[src/rtl/regf_arb_pkg.sv]
// -----------------------------------------------------------------------------
// regf_arb_pkg
// Shared types for the register-file write-port arbiter slice.
//   arb_state_e : arbiter FSM states (ARB normal arbitration, FORCE starvation
//                 drain; the FSM only exists when REGF_ARB_STARVE_GUARD_EN is
//                 defined)
//   reg_addr_t  : register address (REGF_ADDR_W bits)
//   reg_data_t  : register data (REGF_DATA_W bits)
//   lu_wreq_t   : long-latency unit write request {addr, data}
// -----------------------------------------------------------------------------
package regf_arb_pkg;

  localparam int unsigned REGF_ADDR_W = 5;
  localparam int unsigned REGF_DATA_W = 32;

  typedef enum logic [0:0] {
    ARB   = 1'b0,
    FORCE = 1'b1
  } arb_state_e;

  typedef logic [REGF_ADDR_W-1:0] reg_addr_t;
  typedef logic [REGF_DATA_W-1:0] reg_data_t;

  typedef struct packed {
    reg_addr_t addr;
    reg_data_t data;
  } lu_wreq_t;

  // x0 is hardwired: writes to it are dropped and it is never tracked busy.
  function automatic logic is_x0(input reg_addr_t a);
    return (a == '0);
  endfunction

endpackage

[src/rtl/regf_scoreboard.sv]
// -----------------------------------------------------------------------------
// regf_scoreboard
// Busy-bit vector for registers whose value is still owed by the long-latency
// unit (issued but not yet written back through the holding buffer).
// Ports:
//   clk_i, rstn_i          clock, async active-low reset (clears all bits)
//   set_i, set_addr_i      mark a destination busy (LU issue)
//   clr_i, clr_addr_i      release a destination (holding-buffer drain)
//   rs1/rs2/rd_addr_i      three lookup addresses from ID
//   rs1/rs2/rd_busy_o      lookup results, with drain bypass
// -----------------------------------------------------------------------------
module regf_scoreboard
  import regf_arb_pkg::*;
#(
  parameter int unsigned ADDR_WIDTH = REGF_ADDR_W
) (
  input  logic                  clk_i,
  input  logic                  rstn_i,
  input  logic                  set_i,
  input  logic [ADDR_WIDTH-1:0] set_addr_i,
  input  logic                  clr_i,
  input  logic [ADDR_WIDTH-1:0] clr_addr_i,
  input  logic [ADDR_WIDTH-1:0] rs1_addr_i,
  input  logic [ADDR_WIDTH-1:0] rs2_addr_i,
  input  logic [ADDR_WIDTH-1:0] rd_addr_i,
  output logic                  rs1_busy_o,
  output logic                  rs2_busy_o,
  output logic                  rd_busy_o
);

  localparam int unsigned NREG = 1 << ADDR_WIDTH;

  logic [NREG-1:0] r_busy;

  // Clear is applied first so that a same-cycle issue to the register being
  // drained leaves it busy (the new producer owns it).
  always_ff @(posedge clk_i or negedge rstn_i) begin
    if (!rstn_i) begin
      r_busy <= '0;
    end else begin
      if (clr_i && (clr_addr_i != '0)) begin
        r_busy[clr_addr_i] <= 1'b0;
      end
      if (set_i && (set_addr_i != '0)) begin
        r_busy[set_addr_i] <= 1'b1;
      end
    end
  end

  // The register file forwards the write to a same-cycle read, so a register
  // being drained this cycle already reads correctly and is reported free.
  function automatic logic busy_lookup(input logic [NREG-1:0]       busy,
                                       input logic [ADDR_WIDTH-1:0] a,
                                       input logic                  clr,
                                       input logic [ADDR_WIDTH-1:0] clr_a);
    return busy[a] && !(clr && (clr_a == a)) && (a != '0);
  endfunction

  assign rs1_busy_o = busy_lookup(r_busy, rs1_addr_i, clr_i, clr_addr_i);
  assign rs2_busy_o = busy_lookup(r_busy, rs2_addr_i, clr_i, clr_addr_i);
  assign rd_busy_o  = busy_lookup(r_busy, rd_addr_i,  clr_i, clr_addr_i);

endmodule

[src/rtl/regf_wport_arbiter.sv]
// -----------------------------------------------------------------------------
// regf_wport_arbiter
// Shares the single register-file write port between the in-order WB stage
// (priority, no backpressure) and a long-latency unit (LU). LU results are
// parked in a 1-entry holding buffer and written in cycles WB leaves free.
// A busy-bit scoreboard tracks LU destinations in flight for ID hazard stalls.
//
// Optional feature (macro REGF_ARB_STARVE_GUARD_EN): after STARVE_LIMIT
// consecutive cycles of WB blocking a full buffer, one FORCE cycle freezes WB
// (pipe_stall_o=1) and drains the buffer. Undefined: pipe_stall_o is 0 and
// the buffer waits for a WB-free cycle indefinitely.
//
// Ports:
//   clk_i, rstn_i                      clock, async active-low reset
//   lu_issue_i, lu_issue_rd_i          LU op issued, destination (sets busy)
//   wb_write_i, wb_waddr_i, wb_wdata_i WB write request
//   lu_valid_i, lu_waddr_i, lu_wdata_i LU result; lu_ready_o = buffer empty
//   rs1/rs2/rd_addr_i                  ID lookups; rs1/rs2/rd_busy_o results
//   rf_write_o, rf_waddr_o, rf_wdata_o register file write port
//   pipe_stall_o                       freeze WB (FORCE cycle only)
// -----------------------------------------------------------------------------
module regf_wport_arbiter
  import regf_arb_pkg::*;
#(
  parameter int unsigned ADDR_WIDTH   = REGF_ADDR_W,
  parameter int unsigned REG_SIZE     = REGF_DATA_W,
  parameter int unsigned STARVE_LIMIT = 8
) (
  input  logic                  clk_i,
  input  logic                  rstn_i,
  input  logic                  lu_issue_i,
  input  logic [ADDR_WIDTH-1:0] lu_issue_rd_i,
  input  logic                  wb_write_i,
  input  logic [ADDR_WIDTH-1:0] wb_waddr_i,
  input  logic [REG_SIZE-1:0]   wb_wdata_i,
  input  logic                  lu_valid_i,
  input  logic [ADDR_WIDTH-1:0] lu_waddr_i,
  input  logic [REG_SIZE-1:0]   lu_wdata_i,
  output logic                  lu_ready_o,
  input  logic [ADDR_WIDTH-1:0] rs1_addr_i,
  input  logic [ADDR_WIDTH-1:0] rs2_addr_i,
  input  logic [ADDR_WIDTH-1:0] rd_addr_i,
  output logic                  rs1_busy_o,
  output logic                  rs2_busy_o,
  output logic                  rd_busy_o,
  output logic                  rf_write_o,
  output logic [ADDR_WIDTH-1:0] rf_waddr_o,
  output logic [REG_SIZE-1:0]   rf_wdata_o,
  output logic                  pipe_stall_o
);

  // The holding buffer uses the package struct, so widths must match it.
  if ((ADDR_WIDTH != REGF_ADDR_W) || (REG_SIZE != REGF_DATA_W)) begin : g_width_err
    $error("regf_wport_arbiter: ADDR_WIDTH/REG_SIZE must match regf_arb_pkg");
  end
  if (STARVE_LIMIT < 1) begin : g_limit_err
    $error("regf_wport_arbiter: STARVE_LIMIT must be at least 1");
  end

  logic     r_buf_valid;
  lu_wreq_t r_buf;
  logic     w_accept;
  logic     w_force;
  logic     w_wb_grant;
  logic     w_drain;

  // ---------------------------------------------------------------------------
  // Starvation guard
  // ---------------------------------------------------------------------------
`ifdef REGF_ARB_STARVE_GUARD_EN
  localparam int unsigned CNT_W = (STARVE_LIMIT > 1) ? $clog2(STARVE_LIMIT) : 1;

  arb_state_e       r_state;
  logic [CNT_W-1:0] r_starve_cnt;
  logic             w_conflict;

  assign w_force    = (r_state == FORCE);
  // A conflict is a cycle where WB wins while the buffer is waiting.
  assign w_conflict = r_buf_valid && wb_write_i && !w_force;

  always_ff @(posedge clk_i or negedge rstn_i) begin
    if (!rstn_i) begin
      r_state      <= ARB;
      r_starve_cnt <= '0;
    end else begin
      case (r_state)
        FORCE: begin
          r_state      <= ARB;
          r_starve_cnt <= '0;
        end
        default: begin
          if (w_conflict) begin
            if (r_starve_cnt == CNT_W'(STARVE_LIMIT - 1)) begin
              r_state      <= FORCE;
              r_starve_cnt <= '0;
            end else begin
              r_starve_cnt <= r_starve_cnt + 1'b1;
            end
          end else begin
            r_starve_cnt <= '0;
          end
        end
      endcase
    end
  end

  assign pipe_stall_o = w_force;
`else
  assign w_force      = 1'b0;
  assign pipe_stall_o = 1'b0;
`endif

  // ---------------------------------------------------------------------------
  // Grant and holding buffer
  // ---------------------------------------------------------------------------
  // WB has priority unless a FORCE cycle is freezing it (WB then retries).
  assign w_wb_grant = wb_write_i && !w_force;
  assign w_drain    = r_buf_valid && !w_wb_grant;

  // Ready is purely registered: a slot freed by a drain is reusable only from
  // the following cycle, so accept and drain never coincide.
  assign lu_ready_o = !r_buf_valid;
  assign w_accept   = lu_valid_i && lu_ready_o;

  always_ff @(posedge clk_i or negedge rstn_i) begin
    if (!rstn_i) begin
      r_buf_valid <= 1'b0;
    end else if (w_accept) begin
      r_buf_valid <= 1'b1;
    end else if (w_drain) begin
      r_buf_valid <= 1'b0;
    end
  end

  // Payload is qualified by r_buf_valid, so it carries no reset.
  always_ff @(posedge clk_i) begin
    if (w_accept) begin
      r_buf.addr <= reg_addr_t'(lu_waddr_i);
      r_buf.data <= reg_data_t'(lu_wdata_i);
    end
  end

  always_comb begin
    rf_write_o = 1'b0;
    rf_waddr_o = wb_waddr_i;
    rf_wdata_o = wb_wdata_i;
    if (w_wb_grant) begin
      rf_write_o = !is_x0(reg_addr_t'(wb_waddr_i));
    end else if (w_drain) begin
      // An x0 result still drains the buffer; only the write is suppressed.
      rf_write_o = !is_x0(r_buf.addr);
      rf_waddr_o = ADDR_WIDTH'(r_buf.addr);
      rf_wdata_o = REG_SIZE'(r_buf.data);
    end
  end

  // ---------------------------------------------------------------------------
  // Scoreboard
  // ---------------------------------------------------------------------------
  regf_scoreboard #(
    .ADDR_WIDTH (ADDR_WIDTH)
  ) u_scoreboard (
    .clk_i      (clk_i),
    .rstn_i     (rstn_i),
    .set_i      (lu_issue_i),
    .set_addr_i (lu_issue_rd_i),
    .clr_i      (w_drain),
    .clr_addr_i (ADDR_WIDTH'(r_buf.addr)),
    .rs1_addr_i (rs1_addr_i),
    .rs2_addr_i (rs2_addr_i),
    .rd_addr_i  (rd_addr_i),
    .rs1_busy_o (rs1_busy_o),
    .rs2_busy_o (rs2_busy_o),
    .rd_busy_o  (rd_busy_o)
  );

endmodule

[config.mk]
export PLATFORM = sky130hd
export DESIGN_NAME = regf_wport_arbiter
export DESIGN_NICKNAME = d
export VERILOG_FILES = /design/src/rtl/regf_arb_pkg.sv /design/src/rtl/regf_scoreboard.sv /design/src/rtl/regf_wport_arbiter.sv
export SDC_FILE = /design/constraint.sdc
export NUM_CORES = 1
export LEC_CHECK = 0
export ABC_AREA = 1
export BUFFER_PORTS_ARGS = -buffer_cell sky130_fd_sc_hd__clkbuf_2
export CORE_ASPECT_RATIO = 1.1
export CORE_UTILIZATION = 35
export CTS_CLUSTER_DIAMETER = 150
export DETAILED_ROUTE_END_ITERATION = 10
export PLACE_DENSITY = 0.64
export SETUP_SLACK_MARGIN = 0.05
export SYNTH_ARGS = -nofsm -noshare
export SYNTH_HDL_FRONTEND = slang
export SYNTH_SLANG_ARGS = --single-unit
[constraint.sdc]
create_clock -name clk_i -period 6.8 [get_ports clk_i]
set_input_delay 0.68 -clock clk_i [delete_from_list [all_inputs] [get_ports clk_i]]
set_output_delay 0.68 -clock clk_i [all_outputs]
set_load 0.01 [all_outputs]
Word level (Yosys, flattened, before mapping)
Cells that the tools add are included.
{"block": "op_classes", "order_cmp": 7, "n_eq_ne": 3, "n_mux": 20, "bitwise": 3, "n_reduce_logical": 30}
{"operator": "32-bit two-way mux", "n": 4}
{"operator": "32-bit bitwise AND", "n": 1}
{"operator": "32-bit inverter", "n": 1}
{"operator": "32-bit bitwise OR", "n": 1}
{"operator": "5-bit by 6-bit less-than comparator with 1-bit output (second input constant)", "n": 5}
{"operator": "5-bit nonzero test", "n": 5}
{"operator": "1-bit binary-select mux with 5-bit select", "n": 3}
{"operator": "5-bit equality test", "n": 3}
{"operator": "1-bit logical AND", "n": 15}
{"operator": "1-bit demux with 5-bit select", "n": 2}
{"operator": "5-bit by 1-bit >= comparator with 1-bit output (second input constant)", "n": 2}
{"operator": "5-bit zero test", "n": 2}
{"operator": "5-bit two-way mux", "n": 2}
{"operator": "1-bit two-way mux", "n": 9}
{"operator": "1-bit zero test", "n": 7}
{"operator": "2-bit nonzero test", "n": 1}
{"block": "totals", "ff_bits": 70, "output_inout_bits": 43}

Depth between registers and ports, before layout
{"block": "depth", "word_depth": 9, "depth_mapped": 12}

By module
Synthesis repeated with hierarchy kept, for this count alone.
{"block": "hier_totals", "cells_unflattened": 580, "hier_area_um2": 4349.2}
{"mod": "regf_scoreboard", "instances": 1, "cells_per_inst": 407, "area_each_um2": 2633.8, "seq_area_each_um2": 775.7}
{"mod": "regf_wport_arbiter", "instances": 1, "cells_per_inst": 173, "area_each_um2": 1715.4, "seq_area_each_um2": 1136.1}

Least setup slack after synthesis
OpenSTA, ideal clock, no wires.
{"block": "synth_path", "path_type": "input port to flip-flop", "from": "input lu_valid_i", "to": "register r_buf[0] in the netlist's numbering, enable pin", "arrival_ps": 2292, "t_required_ps": 6368, "slack_ps": 4076, "path_stages": 2, "path_buffers": 0, "cell_sequence": "inv_1 -> nor2_1"}
{"block": "synth_between", "elab_chain_cells": 1}
{"element": "start: declaration", "line": "regf_wport_arbiter.sv:36", "source": "input logic lu_valid_i,"}
{"element": "1-bit logical AND", "line": "regf_wport_arbiter.sv:123", "source": "assign w_accept = lu_valid_i && lu_ready_o;"}
{"element": "via w_accept", "line": "regf_wport_arbiter.sv:62", "source": "logic w_accept;"}
{"element": "end: declaration", "line": "regf_wport_arbiter.sv:61", "source": "lu_wreq_t r_buf;"}
The timed path passes the listed nets, and every way through them passes these cells.
A chain may end at the register's enable or synchronous reset.

Worst setup path in the final report
{"block": "layout_path", "from": "register r_buf_valid", "to": "output rs1_busy_o"}
{"block": "layout_between", "elab_chain_cells": 5}
{"element": "start: declaration", "line": "regf_wport_arbiter.sv:60", "source": "logic r_buf_valid;"}
{"element": "start signal: assignment", "line": "regf_wport_arbiter.sv:127", "source": "r_buf_valid <= 1'b0;"}
{"element": "start signal: assignment", "line": "regf_wport_arbiter.sv:129", "source": "r_buf_valid <= 1'b1;"}
{"element": "start signal: assignment", "line": "regf_wport_arbiter.sv:131", "source": "r_buf_valid <= 1'b0;"}
{"element": "1-bit logical AND", "line": "regf_wport_arbiter.sv:118", "source": "assign w_drain = r_buf_valid && !w_wb_grant;"}
{"element": "1-bit logical AND", "line": "regf_scoreboard.sv:56", "source": "return busy[a] && !(clr && (clr_a == a)) && (a != '0);"}
{"element": "1-bit zero test", "line": "regf_scoreboard.sv:56"}
{"element": "1-bit logical AND (2 in a row)", "line": "regf_scoreboard.sv:56"}
{"element": "end: declaration", "line": "regf_wport_arbiter.sv:43", "source": "output logic rs1_busy_o,"}
Every way passes these cells.

==> flow_summary.ini <==
[timing]
fmax_mhz = 304
period_share = 0.484
finalClockSkew_ns = 0.00643
rsz0062_at_grt = no
post-route-min-period_ns = 3.29
setup_tns_ns = 0
setup_viol = 0
slew_headroom = 0.304
hold_viol = 0
slew_viol_final = 0
tightest_slew_ns = 1.04
hold_ws_ns = 0.431

[detailed_routing]
dr_wl_met2_mm = 6.28
vias_per_cell = 5.13
num_vias = 4483
wl_met1_mm = 5.43
drt-total-wl_mm = 13.1
routed-wl-met3_mm = 1.02
drc = 0
wl_per_cell_microns = 15.0
maxUsedRoutingLayer = met4
dr.pass1.iters = 6
ant_nets = 0
drt_iter0_drc = 360

[critical_path]
cp_num_buf_inv = 3
crit_family = buffers and inverters
start_kind = register
critPathMaxStageDelay_ns = 0.62
crit_chain = inv_1 -> nor2_8 -> inv_1 -> a21oi_1 -> nand4_1 -> nand2_1 -> nor2_1 -> clkbuf_2
crit_type = reg -> out
crit_top_cell = inv_1
cp-end-kind = primary output
cp_max_fo = 44
cp.required_ns = 6.12
crit_arrival_ns = 2.61
cp_slowest_cell = inv_1

[synthesis]
ys.flop_type = edfxtp_1
synth.area.top_cells = edfxtp_1 26%, nand2_1 21%, dfrtp_1 19%, nand3_1 8.9%, o21ai_1 4.3%
synthArstFlopShare = 0.464
yosys-top-cells-count = 246 x nand2_1, 77 x nand3_1, 37 x edfxtp_1, 37 x o21ai_1, 34 x inv_1
synth.most_common_cell = nand2_1
synth_top_area_frac = 0.257
synthCells = 590
synth_edf_count = 37
ys_seq_elements = 69
ys_seq_area_frac = 0.442
synth_cell_types = 30
synth_nets = 689
synth_area_leader_cell = edfxtp_1
syn_area_per_cell_sq_um = 7.34
ys_warn_count = 0
syn_area_sq_mm = 0.00433

[min_path]
hp-class = in -> async

[die]
io_pins = 142
die-area_sq_mm = 0.0128
die_w_microns = 108
die_y_microns = 119
row_count = 42
core_area_sq_mm = 0.0120
start_util = 0.360

[status]
status = finished clean

[power]
leakage_nw = 2.64
irDropWorstVdd_uv = 133
power.density_mw_per_mm2 = 263

[grt]
grt_max_degree = 45
grt_pass1_vias = 4308
antenna_found_initial = 0
grt_usage = 0.210
grt_pass1_wl_mm = 20.9
grt_overflow_total = 0

[cells_and_area]
final_nets = 815
n_antenna_cell = 0
syn_to_final_growth_pct = 23.1
drive_gt1_frac = 0.249

[cts]
clock_latency_ns = 0.33
numCtsBuffers = 9
htree_levels = 3
cts_tree = done
clkSinkCount = 69
clk_pin_slew_ns = 0.05
clockBufferDepth = 2
cts_setup_buffers = 0
ctsResizeCount = 0
clockRootBuffer = clkbuf_16
cts_hold_buf = 0

[run]
maxCapViolCount = 0

[place]
hpwl_mm = 10.0
gp_congestion = 0.949
io_buffers = 140
[per-stage QoR]
step / cells / worst slack [ns] / util / power [mW] / instance area (sq um)
floorplan: 590 / 4.08 / - / 0.787 / 4330
global placement: 859 / 3.56 / 0.417 / 0.904 / 5010
detailed placement: 859 / 3.47 / 0.417 / 0.915 / 5010
CTS: 874 / 3.46 / 0.443 / 1.40 / 5330
global route: 874 / 3.22 / 0.443 / 1.48 / 5330
finish: 874 / 3.51 / 0.443 / 1.40 / 5330
[cell usage in the layout (no fill, tap or decap)]
master	Yosys	final
inv_2	7	7
o21ai_4	1	1
dfrtp_1	32	32
edfxtp_1	37	37
bufinv_16	0	2
nand3_1	77	77
nand2_4	2	2
o21ai_1	37	37
inv_4	1	1
o41ai_1	1	1
nand3_4	1	1
nand4_1	3	3
nor2_8	1	1
nand2_1	246	246
o21ai_0	31	31
nor2_1	21	20
clkbuf_16	0	9
conb_1	1	1
o211ai_1	1	1
clkbuf_2	0	140
inv_6	3	4
xnor2_1	1	1
inv_1	34	34
a21oi_1	8	8
clkinvlp_4	0	2
nor3_1	1	1
nand2_2	7	7
clkinv_1	0	1
o22ai_1	6	6
o31ai_1	4	4
nor2_4	0	1
nor2_2	1	1
[cell type report]
cell class / count / area, sq um
fill: 1197 / 6710
clock buffer: 9 / 225
clock inverter: 6 / 87.6
timing repair buffer: 140 / 701
multi-input combinational: 451 / 2020
sequential: 69 / 1910
tap: 154 / 193
inverter: 45 / 186
[power by group]
group | internal (mW) | switching (mW) | leakage, nW
combinational | 0.125 | 0.201 | 1.77
sequential | 0.512 | 0.0749 | 0.726
clock | 0.318 | 0.169 | 0.146
total | 0.955 | 0.445 | 2.64
[registers in the layout, indices dropped and copies added, names as in the netlist]
| register | count |
|---|---|
| r_buf_valid | 1 |
| u_scoreboard.r_busy | 31 |
| r_buf | 37 |
[final timing paths]
kind,from,endpoint,slack (ns),cells after the start
max,r_buf_valid$_DFFE_PN0P_,rs1_busy_o,3.51,8
min,rstn_i,u_scoreboard.r_busy[19]$_DFF_PN0_,0.43,1
max reg2reg,r_buf_valid$_DFFE_PN0P_,u_scoreboard.r_busy[31]$_DFF_PN0_,4.91,5
min reg2reg,u_scoreboard.r_busy[30]$_DFF_PN0_,u_scoreboard.r_busy[30]$_DFF_PN0_,0.56,2
max in group asynchronous,rstn_i,u_scoreboard.r_busy[3]$_DFF_PN0_,5.87,1
min in group clk_i,lu_wdata_i[16],r_buf[16]$_DFFE_PP_,0.52,1
[logic make-up (layout without fill, tap and decap cells)]
group,Yosys count,in the layout,synth area share
other,1,1,0.000866
DFF,69,69,0.442
buffers and inverters,70,200,0.0928
xor gates and xnor gates,1,1,0.00202
AOI/OAI and AO/OA,89,89,0.111
and+or+nand+nor,360,360,0.352
[routing by layer]
| metal | vias up | global-route usage |
|---|---|---|
| li1 | 2196 | - |
| met1 | 2027 | 0.263 |
| met2 | 225 | 0.346 |
| met3 | 35 | 0.0386 |
| met4 | 0 | 0.0967 |
| met5 | - | 0 |
(Power assumes the default switching activity.)
